## config.mk

```make
export PLATFORM = sky130hd
export DESIGN_NAME = odev1_sweep_ctrl
export DESIGN_NICKNAME = d
export VERILOG_FILES = /design/src/rtl/odev1_sweep_ctrl.sv
export SDC_FILE = /design/constraint.sdc
export NUM_CORES = 1
export LEC_CHECK = 0
export BUFFER_PORTS_ARGS = -buffer_cell sky130_fd_sc_hd__buf_2
export CAP_MARGIN = 40
export CORE_MARGIN = 8
export CORE_UTILIZATION = 30
export CTS_CLUSTER_SIZE = 14
export DETAILED_ROUTE_END_ITERATION = 10
export GPL_TIMING_DRIVEN = 0
export SYNTH_ARGS = -nofsm -noshare
export SYNTH_HDL_FRONTEND = slang
export SYNTH_SLANG_ARGS = --single-unit
```

## constraint.sdc

```tcl
create_clock -name clk -period 1.84 [get_ports clk]
set_input_delay 0.276 -clock clk [delete_from_list [all_inputs] [get_ports clk]]
set_output_delay 0.276 -clock clk [all_outputs]
set_load 0.01 [all_outputs]
```

## src/rtl/odev1_sweep_ctrl.sv

```systemverilog
// Sweeps the 3-input lab gate circuit through all 8 input vectors, captures F/Q
// for each one and compares them against the expected truth tables.
module odev1_sweep_ctrl #(
  parameter int unsigned SETTLE_CYCLES = 2,
  parameter logic [7:0]  EXP_F         = 8'b1111_1110,
  parameter logic [7:0]  EXP_Q         = 8'b1111_1111
) (
  input  logic       clk,
  input  logic       rst,
  input  logic       start,
  input  logic       abort,
  input  logic       f_in,
  input  logic       q_in,
  output logic [2:0] abc_out,
  output logic       busy,
  output logic       done,
  output logic       pass,
  output logic [3:0] err_count,
  output logic [7:0] fail_mask,
  output logic [7:0] f_vec,
  output logic [7:0] q_vec
);

  typedef enum logic [1:0] {
    S_IDLE,
    S_SETTLE,
    S_SAMPLE,
    S_DONE
  } state_t;

  state_t     r_state;
  state_t     w_next;
  logic [2:0] r_idx;
  logic [3:0] r_settle_cnt;
  logic       w_settle_last;
  logic       w_mismatch;
  logic [3:0] w_err_next;

  assign w_settle_last = (r_settle_cnt == 4'(SETTLE_CYCLES - 1));
  assign w_mismatch    = (f_in != EXP_F[r_idx]) || (q_in != EXP_Q[r_idx]);
  assign w_err_next    = err_count + 4'(w_mismatch);

  always_ff @(posedge clk) begin
    if (rst) r_state <= S_IDLE;
    else     r_state <= w_next;
  end

  always_comb begin
    w_next = r_state;
    case (r_state)
      S_IDLE:   if (start) w_next = S_SETTLE;
      S_SETTLE: begin
        if (abort)              w_next = S_IDLE;
        else if (w_settle_last) w_next = S_SAMPLE;
      end
      S_SAMPLE: begin
        if (abort)              w_next = S_IDLE;
        else if (r_idx == 3'd7) w_next = S_DONE;
        else                    w_next = S_SETTLE;
      end
      S_DONE:   w_next = S_IDLE;
      default:  w_next = S_IDLE;
    endcase
  end

  // done is raised on the final SAMPLE edge so it is high exactly during the DONE cycle;
  // pass uses the post-increment error count so the last vector is included.
  always_ff @(posedge clk) begin
    if (rst) begin
      r_idx        <= '0;
      r_settle_cnt <= '0;
      abc_out      <= '0;
      busy         <= 1'b0;
      done         <= 1'b0;
      pass         <= 1'b0;
      err_count    <= '0;
      fail_mask    <= '0;
      f_vec        <= '0;
      q_vec        <= '0;
    end else begin
      done <= 1'b0;
      case (r_state)
        S_IDLE: begin
          if (start) begin
            r_idx        <= '0;
            r_settle_cnt <= '0;
            abc_out      <= '0;
            busy         <= 1'b1;
            pass         <= 1'b0;
            err_count    <= '0;
            fail_mask    <= '0;
            f_vec        <= '0;
            q_vec        <= '0;
          end
        end
        S_SETTLE: begin
          if (abort) begin
            r_settle_cnt <= '0;
            abc_out      <= '0;
            busy         <= 1'b0;
            pass         <= 1'b0;
          end else if (w_settle_last) begin
            r_settle_cnt <= '0;
          end else begin
            r_settle_cnt <= r_settle_cnt + 4'd1;
          end
        end
        S_SAMPLE: begin
          if (abort) begin
            abc_out <= '0;
            busy    <= 1'b0;
            pass    <= 1'b0;
          end else begin
            f_vec[r_idx] <= f_in;
            q_vec[r_idx] <= q_in;
            if (w_mismatch) begin
              fail_mask[r_idx] <= 1'b1;
              err_count        <= w_err_next;
            end
            if (r_idx == 3'd7) begin
              done    <= 1'b1;
              busy    <= 1'b0;
              pass    <= (w_err_next == 4'd0);
              abc_out <= '0;
            end else begin
              r_idx   <= r_idx + 3'd1;
              abc_out <= r_idx + 3'd1;
            end
          end
        end
        S_DONE: begin
          abc_out <= '0;
        end
        default: ;
      endcase
    end
  end

endmodule

```

==> results of run 1 <==
## placed cells by master (no fill, tap or decap), types with 2 or more instances in the layout
master and count:
nand3_1 5, nor2_1 25, o21ai_0 8, a31oi_1 3
nor2b_1 2, dfxtp_1 42, nor3b_2 5, a21oi_1 10
clkbuf_8 5, nand2b_1 5, a22o_1 8, and3_1 3
a22oi_1 18, clkbuf_1 8, inv_1 2, dfxtp_2 2
ha_1 7, nand4_1 2, buf_4 3, o211ai_1 10
buf_2 41, nor3b_1 2, and2_1 2, and3b_1 4
nand2_1 12, nor3_2 2, ha_2 4, nand3b_1 2
nor3_1 5, buf_6 2
## stage by stage
step	setup TNS (ps)	util	instances
global route	0	0.383	354
detailed placement	-318	0.352	345
floorplan	0	-	227
finish	0	0.383	354
global placement	-204	0.352	345
CTS	0	0.371	354
## power groups by stage
| stage | combinational [mW] | sequential (mW) | clock [mW] |
|---|---|---|---|
| 4_1_cts | 0.238 | 0.979 | 0.789 |
| 2_1_floorplan | 0.166 | 1.00 | 0 |
| 3_5_place_dp | 0.231 | 1.00 | 0 |
| 5_1_grt | 0.294 | 0.982 | 0.844 |
| 6_report | 0.265 | 0.979 | 0.781 |
| 3_3_place_gp | 0.233 | 1.00 | 0 |
## metal layers
layer	routed length (µm)	vias to the layer above	track usage	share of wire
li1	-	936	-	-
met4	54	0	0.0338	0.010
met1	2610	862	0.145	0.48
met2	2420	38	0.172	0.45
met5	0	-	0	0
met3	309	4	0.0349	0.057
## state kept, by name, indices dropped and copies added, names as in the netlist, named ones only
register	cells
r_idx	3
done	1
r_settle_cnt	4
busy	1
err_count	4
f_vec	8
pass	1
fail_mask	8
q_vec	8
abc_out	3
r_state	2
## logic make-up (layout without fill, tap and decap cells)
kind of cell | Yosys count | count (layout) | synth area share
simple gates | 83 | 83 | 0.216
compound gates | 65 | 65 | 0.226
xor+xnor | 1 | 1 | 0.00420
mux | 4 | 4 | 0.0216
fa+ha+maj | 11 | 11 | 0.0660
flops | 44 | 44 | 0.422
buf+inv | 19 | 66 | 0.0438
## final cells by class
cell class                      count  area share
Clock inverter                      3      0.0179
Clock buffer                        5      0.0266
Inverter                            4     0.00677
Sequential cell                    44       0.341
Buffer                             14      0.0290
Multi-Input combinational cell    164       0.461
Tap cell                           80      0.0387
Timing Repair Buffer               40      0.0793
## path summary, 6_finish.rpt
kind              cells after the start  slack [ps]                        end
setup / recovery                      6          70                       flop
hold / removal                        4         390  err_count[3]$_SDFFE_PP0P_
setup reg to reg                      6          70                       flop
hold reg to reg                       2         460    abc_out[1]$_SDFFE_PP0P_
## worst max-delay path: cells and delay by family, from the launching register on
| family | cells | cell delay [ps] |
|---|---|---|
| AO/OA/AOI/OAI | 2 | 540 |
| flip-flops | 1 | 370 |
| AND/OR/NAND/NOR | 2 | 470 |
| adder cells (fa/ha/maj) | 1 | 260 |
| buffers and inverters | 1 | 60 |
## what timing repair did
| action | in CTS | in global routing |
|---|---|---|
| hold buffers | 0 | 0 |
| setup buffers | 1 | 1 |
| resized for setup | 2 | 23 |
| endpoints found under the setup margin | 12 | 33 |
| pin swaps | 2 | 2 |
==> results.md, run 1 <==
- Final global-route overflow total: 0
- Main synth FF type: dfxtp_1
- Net Count, Synth: 244
- Final setup margin: 71.4 ps
- Area leader, netlist: dfxtp_1
- Internal: 1.48 mW
- Final Hold Viols: 0
- Total detailed-routing wirelength: 5390 µm
- Number of global-route vias before repair: 1,814
- Combinational power share: 0.131
- Design Area, Final: 0.00259 mm²
- Total Routing Usage GR: 0.112
- Largest net degree at the start of global routing: 16
- Normalized max-slew margin: 0.655
- Syn avg cell area: 9.19 µm²
- Sequential area share after synthesis: 0.422
- Pwr Density: 782 mW/mm²
- Syn Inst Count: 227
- Worst path cell trace: inv_2 -> ha_2 -> nor2b_4 -> or3_1 -> o311a_1 -> a31oi_1
- Setup Viol. Count Final: 0
- Num CTS Buffers: 5
- Post-DP HPWL: 3940 µm
- Initial drt markers: 90
- Crit start category: flop
- Worst Path Max Fanout: 6
- Vert. Die Dim: 99.4 µm
- Dpl cell area: 0.00238 mm²
- Count leader, synth: dfxtp_1
- P_sw: 0.540 mW
- Crit Path Category: flop to flop
- Sw Share: 0.267
- Drt drc: 0
- Routability cong.: 0.767
- Sequential Power Share: 0.484
- CTS Sinks: 44
- Least-Margin Pin Slew: 513 ps
- Layout cells sized above 1: 0.285
- WP data arrival: 2000 ps
- Post-synth top area share: 0.422
- Area contributors post-synth: dfxtp_1 (42%), ha_1 (6.6%), a22oi_1 (6.5%)
- Min Hold Slack: 386 ps
- Hold path start: q_in
- Final ANT Viol Nets: 0
- H-tree depth: 2
- Filler Cells Inserted: 686
- WL/cell: 15.2 µm
- Dpl ws: -139 ps
- Crit path from: r_state[0]$_SDFFE_PP0P_
- Detailed Routing Iterations Pass 1: 4
- Final period util: 0.961
- Clk pwr share: 0.386
- CTS tree: built
- Via density: 5.20
- Synth Cell Area: 0.00209 mm²
- Tmin final: 1770 ps
- Initial core utilization: 0.309
- Lkg Pwr: 1.08 nW
- Setup crit end kind: flop
- Hold WC Path Type: input pin to flop
- EDFF count, synth: 0
- Status: finished clean
- Port bufs: 38
- FF+latch count, synth: 44
- FMAX: 0.565 GHz
- CTS Root Cell: clkbuf_8
- Most instantiated cells after synthesis: dfxtp_1 (44), nor2_1 (25), a22oi_1 (18)
- Clock Tree Buf Depth: 2
- Ys Warns: 0
- Worst Skew: 10.0 ps
- RSZ-0062 raised after global routing: true
- Clock Pin Slew Worst Setup and Hold Paths: 90 ps
- Die area: 0.00988 mm²
- Max IR drop VDD: 0.287 mV
- Final Power: 2.02 mW
- Max incr delay on CP: 370 ps
- Multi-input logic area: 0.00119 mm²
- Slowest CP cell: dfxtp_2
- Unique masters post-synth: 44
- Critical R2R Launch: r_state[0]$_SDFFE_PP0P_
- Asr flop ratio synth: 0
- Row count: 30
- Layout Nets: 290
- Reg area: 883 µm²
- Clock Latency Late Sink: 310 ps
- Max Slew Vio Count: 0
- Area grow syn2layout: 24.1%
- Global-route wire length before repair: 9030 µm
- Max-Cap Viols: 0
- Initial antenna violation count: 0
- Core area: 0.00676 mm²
- Vias: 1,840
- WP data required: 2070 ps
- Die Width: 99.4 µm
- Final antenna diode count: 0
- I/O pins: 40
No activity file was read; power rests on OpenSTA's default activity.
==> run 2: changes to the inputs <==
--- a/config.mk
+++ b/config.mk
@@ -7,11 +7,13 @@
 export LEC_CHECK = 0
 export BUFFER_PORTS_ARGS = -buffer_cell sky130_fd_sc_hd__buf_2
 export CAP_MARGIN = 40
+export CORE_ASPECT_RATIO = 1.2
 export CORE_MARGIN = 8
 export CORE_UTILIZATION = 30
 export CTS_CLUSTER_SIZE = 14
 export DETAILED_ROUTE_END_ITERATION = 10
 export GPL_TIMING_DRIVEN = 0
+export SLEW_MARGIN = 40
 export SYNTH_ARGS = -nofsm -noshare
 export SYNTH_HDL_FRONTEND = slang
 export SYNTH_SLANG_ARGS = --single-unit
==> constraint.sdc (replaced) <==
create_clock -name clk -period 1.6 [get_ports clk]
set_input_delay 0.24 -clock clk [delete_from_list [all_inputs] [get_ports clk]]
set_output_delay 0.24 -clock clk [all_outputs]
set_load 0.01 [all_outputs]
==> results.md, run 2 (synthesis gave the netlist of run 1 again) <==
- Setup Viol. Count Final: 2
- WP data arrival: 1850 ps
- Clk pwr share: 0.366
- Post-DP HPWL: 4060 µm
- Global-route wire length before repair: 9700 µm
- CTS Sinks: 44
- Status: finished with violations
- Clock Pin Slew Worst Setup and Hold Paths: 80 ps
- Pwr Density: 852 mW/mm²
- Final period util: 1.02
- Num CTS Buffers: 5
- Final Instance Count excl. Fillers: 376
- I/O pins: 40
- Post-layout util: 0.431
- Crit start category: flop
- Via density: 5.17
- Vert. Die Dim: 107 µm
- FF-to-FF setup slack: -30 ps
- Total Routing Usage GR: 0.118
- Tmin final: 1630 ps
- Area grow syn2layout: 40.0%
- Dpl ws: -294 ps
- FMAX: 0.612 GHz
- Multi-input logic area: 0.00135 mm²
- Clock Latency Late Sink: 300 ps
- CTS tree: built
- Row count: 33
- Min Hold Slack: 363 ps
- Core area: 0.00677 mm²
- Least-Margin Pin Slew: 544 ps
- Routability cong.: 0.735
- Vias: 1,944
- Setup_tns: -36.7 ps
- Design Area, Final: 0.00292 mm²
- Final setup margin: -32.7 ps
- CTS Root Cell: clkbuf_8
- Final antenna diode count: 0
- Drt drc: 0
- H-tree depth: 2
- WL/cell: 15.9 µm
- Critical R2R Launch: r_state[0]$_SDFFE_PP0P_
- Final ANT Viol Nets: 0
- Initial core utilization: 0.308
- Dpl cell area: 0.00243 mm²
- Reg area: 888 µm²
- Failing checks: negative setup slack
- Regs by FF count: f_vec x8, fail_mask x8, q_vec x8
- Lkg Pwr: 1.20 nW
- Die Width: 92.1 µm
- P_sw: 0.646 mW
- Final Hold Viols: 0
- Max-Cap Viols: 0
- Setup crit end kind: flop
- Max Slew Vio Count: 0
- Port bufs: 38
- Final Power: 2.49 mW
- WP data required: 1820 ps
- Total detailed-routing wirelength: 5970 µm
- Clock Tree Buf Depth: 2
- Final global-route overflow total: 0
- Sw Share: 0.260
- Max IR drop VDD: 0.374 mV
- Filler Cells Inserted: 671
- Worst Path Max Fanout: 11
- Sequential Power Share: 0.453
- Layout Nets: 305
- Hold WC Path Type: input pin to flop
- Initial antenna violation count: 0
- RSZ-0062 raised after global routing: true
- Hold path start: q_in
- Placed insts: 352
- Commonest cells after routing, fill and taps aside: buf_2 (40), dfxtp_1 (40), nor2_1 (25)
- Worst Skew: 7.72 ps
- Largest net degree at the start of global routing: 15
- Die area: 0.00989 mm²
- Combinational power share: 0.181
- Normalized max-slew margin: 0.638
- Layout cells sized above 1: 0.394
- Crit Path Category: flop to flop
- Initial drt markers: 82
- Internal: 1.84 mW
- Detailed Routing Iterations Pass 1: 4
- Crit path from: r_state[0]$_SDFFE_PP0P_
- Number of global-route vias before repair: 1,969
## run 2: cell count changes in the layout (fill, tap and decap cells not counted), sizes merged
| cell | delta |
|---|---|
| buf | +15 |
| clkinv | +1 |
| clkinvlp | -1 |
| inv | -1 |
| mux2 | +1 |
## run 2: power by group through the flow
stage               Combinational [mW]  Sequential (mW)  Clock [mW]
finish                           0.450             1.13       0.911
detailed placement               0.291             1.15           0
global route                     0.487             1.13       0.976
CTS                              0.345             1.13       0.926
global placement                 0.288             1.15           0
floorplan                        0.209             1.16           0
## run 2: final cells by class
class	instances	area share
Timing Repair Buffer	55	0.117
Sequential cell	44	0.304
Clock buffer	6	0.0283
Inverter	4	0.00857
Tap cell	87	0.0373
Clock inverter	2	0.0133
Buffer	13	0.0287
Multi-Input combinational cell	165	0.462
## run 2: final timing paths
check | depth (start not counted) | to
worst max-delay path | 8 | busy$_SDFFE_PP0P_
worst min-delay path | 4 | err_count[3]$_SDFFE_PP0P_
worst max register to register | 8 | busy$_SDFFE_PP0P_
worst min register to register | 2 | abc_out[2]$_SDFFE_PP0P_
## run 2: metal layers
layer  GRT usage  part of all wire
met1       0.129              0.42
met4      0.0427             0.017
met3      0.0328             0.052
met2       0.210              0.51
met5           0                 0
## run 2: timing repair
action                                  4_1_cts  5_1_grt
pin swaps                                     8        9
hold endpoints to repair                      0        0
cloned                                        1        1
buffers inserted                              7        9
hold buffers                                  0        0
resized for setup                            26       34
endpoints found under the setup margin       39       38
## run 2: critical path, stage by stage (launching register included)
cell and delay, ps:
dfxtp_2 340, inv_4 80, ha_4 170, buf_8 160, nor3b_4 260, nor4b_2 70, buf_4 150, buf_4 130
a211oi_2 190
==> run 3: changes to the inputs <==
==> constraint.sdc (replaced) <==
create_clock -name clk -period 1.6 [get_ports clk]
set_input_delay 0.32 -clock clk [delete_from_list [all_inputs] [get_ports clk]]
set_output_delay 0.32 -clock clk [all_outputs]
set_load 0.01 [all_outputs]
==> results.md, run 3 (synthesis gave the netlist of run 1 again) <==
- Num CTS Buffers: 5
- Vias: 1,912
- Die area: 0.00989 mm²
- Total Routing Usage GR: 0.114
- Worst Skew: 8.46 ps
- GR peak layer: met2
- FMAX: 0.605 GHz
- WP data arrival: 1880 ps
- Port bufs: 38
- Regs by FF count: f_vec x8, fail_mask x8, q_vec x8
- Tmin final: 1650 ps
- Normalized max-slew margin: 0.648
- Commonest non-fill, non-tap cell in the layout: dfxtp_1
- Global-route wire length before repair: 9290 µm
- Clock Tree Buf Depth: 2
- Placed insts: 352
- H-tree depth: 2
- Clock Pin Slew Worst Setup and Hold Paths: 90 ps
- M1 GR Usage: 0.127
- Final period util: 1.03
- Layout cells sized above 1: 0.352
- Initial drt markers: 81
- Row count: 33
- Setup crit end kind: flop
- Met2 Use GR: 0.204
- Status: finished with violations
- Total detailed-routing wirelength: 5750 µm
- Final global-route overflow total: 0
- Worst Path Max Fanout: 6
- Area grow syn2layout: 33.1%
- Die Width: 92.1 µm
- Clock Latency Late Sink: 310 ps
- CTS Sinks: 44
- Vert. Die Dim: 107 µm
- Final antenna diode count: 0
- Reg area: 886 µm²
- Final setup margin: -53.7 ps
- Filler Cells Inserted: 695
- Initial core utilization: 0.308
- Core area: 0.00677 mm²
- RSZ-0062 raised after global routing: true
- Least-Margin Pin Slew: 528 ps
- Met3 Track Usage GR: 0.0251
- Largest net degree at the start of global routing: 16
- Max IR drop VDD: 0.361 mV
- Initial antenna violation count: 0
- Commonest cells after routing, fill and taps aside: dfxtp_1 (42), buf_2 (40), nor2_1 (24)
- Lkg Pwr: 1.17 nW
- Number of global-route vias before repair: 1,933
- Via density: 5.15
- Hold WC Path Type: input pin to flop
- Post-DP HPWL: 3950 µm
- Detailed Routing Iterations Pass 1: 4
- WL/cell: 15.5 µm
- CTS Root Cell: clkbuf_8
- Final Power: 2.41 mW
- Layout Nets: 300
- CTS tree: built
- Max-Cap Viols: 0
- Final Hold Viols: 0
- Setup Viol. Count Final: 5
- Failing checks: negative setup slack
- WP data required: 1830 ps
- Drt drc: 0
- Final ANT Viol Nets: 0
- Crit start category: flop
- Multi-input logic area: 0.00127 mm²
- I/O pins: 40
- Pwr Density: 866 mW/mm²
- Final Instance Count excl. Fillers: 371
- Routability cong.: 0.786
- Crit Path Category: flop to flop
- Max Slew Vio Count: 0
## run 3: cell type report
| class | instances | share of cell area |
|---|---|---|
| inverter | 4 | 0.00811 |
| tap | 87 | 0.0392 |
| sequential | 44 | 0.319 |
| buffer | 13 | 0.0279 |
| clock buffer | 5 | 0.0248 |
| clock inverter | 3 | 0.0171 |
| multi-input combinational | 164 | 0.459 |
| timing repair buffer | 51 | 0.105 |
## run 3: critical path, stage by stage, from the launching register on
cell and delay (ps):
dfxtp_4 390, inv_4 50, ha_4 190, nor2b_4 150
or3_1 350, o311a_1 310, a31oi_1 140
## run 3: power breakdown
part / total [mW] / internal, mW / switching [mW]
clock network: 0.900 / 0.471 / 0.429
logic: 0.379 / 0.174 / 0.205
registers: 1.13 / 1.11 / 0.0148
total: 2.41 / 1.76 / 0.649
## run 3: path summary, 6_finish.rpt
| kind | from | end | slack, ps | cells past startpoint |
|---|---|---|---|---|
| setup reg to reg | r_state[1]$_SDFFE_PP0P_ | flop | -50 | 6 |
| hold reg to reg | abc_out[2]$_SDFFE_PP0P_ | abc_out[2]$_SDFFE_PP0P_ | 470 | 2 |
| hold / removal | q_in | err_count[3]$_SDFFE_PP0P_ | 420 | 4 |
| setup / recovery | r_state[1]$_SDFFE_PP0P_ | flop | -50 | 6 |
## run 3: per-stage QoR
stage	setup slack, ps	instance area [µm²]	utilization	hold WS (ps)	setup TNS (ps)
after floorplan	-37.2	2130	-	458	-80.3
after global placement	-328	2430	0.359	444	-3960
after detailed placement	-286	2430	0.359	454	-4640
after CTS	-38.4	2660	0.393	409	-105
after global routing	-117	2780	0.410	438	-663
final	-53.7	2780	0.410	419	-105
## run 3: what timing repair did
item | CTS | global route
buffers inserted | 8 | 5
gates resized for setup | 16 | 27
pin swaps | 10 | 9
endpoints found under the setup margin | 39 | 36
hold buffers | 0 | 0
## run 3: per-layer routing
metal  vias up  routed length (µm)
li1        949                   -
met5         -                   0
met1       922                2480
met3         7                 248
met4         0                  86
met2        34                2940
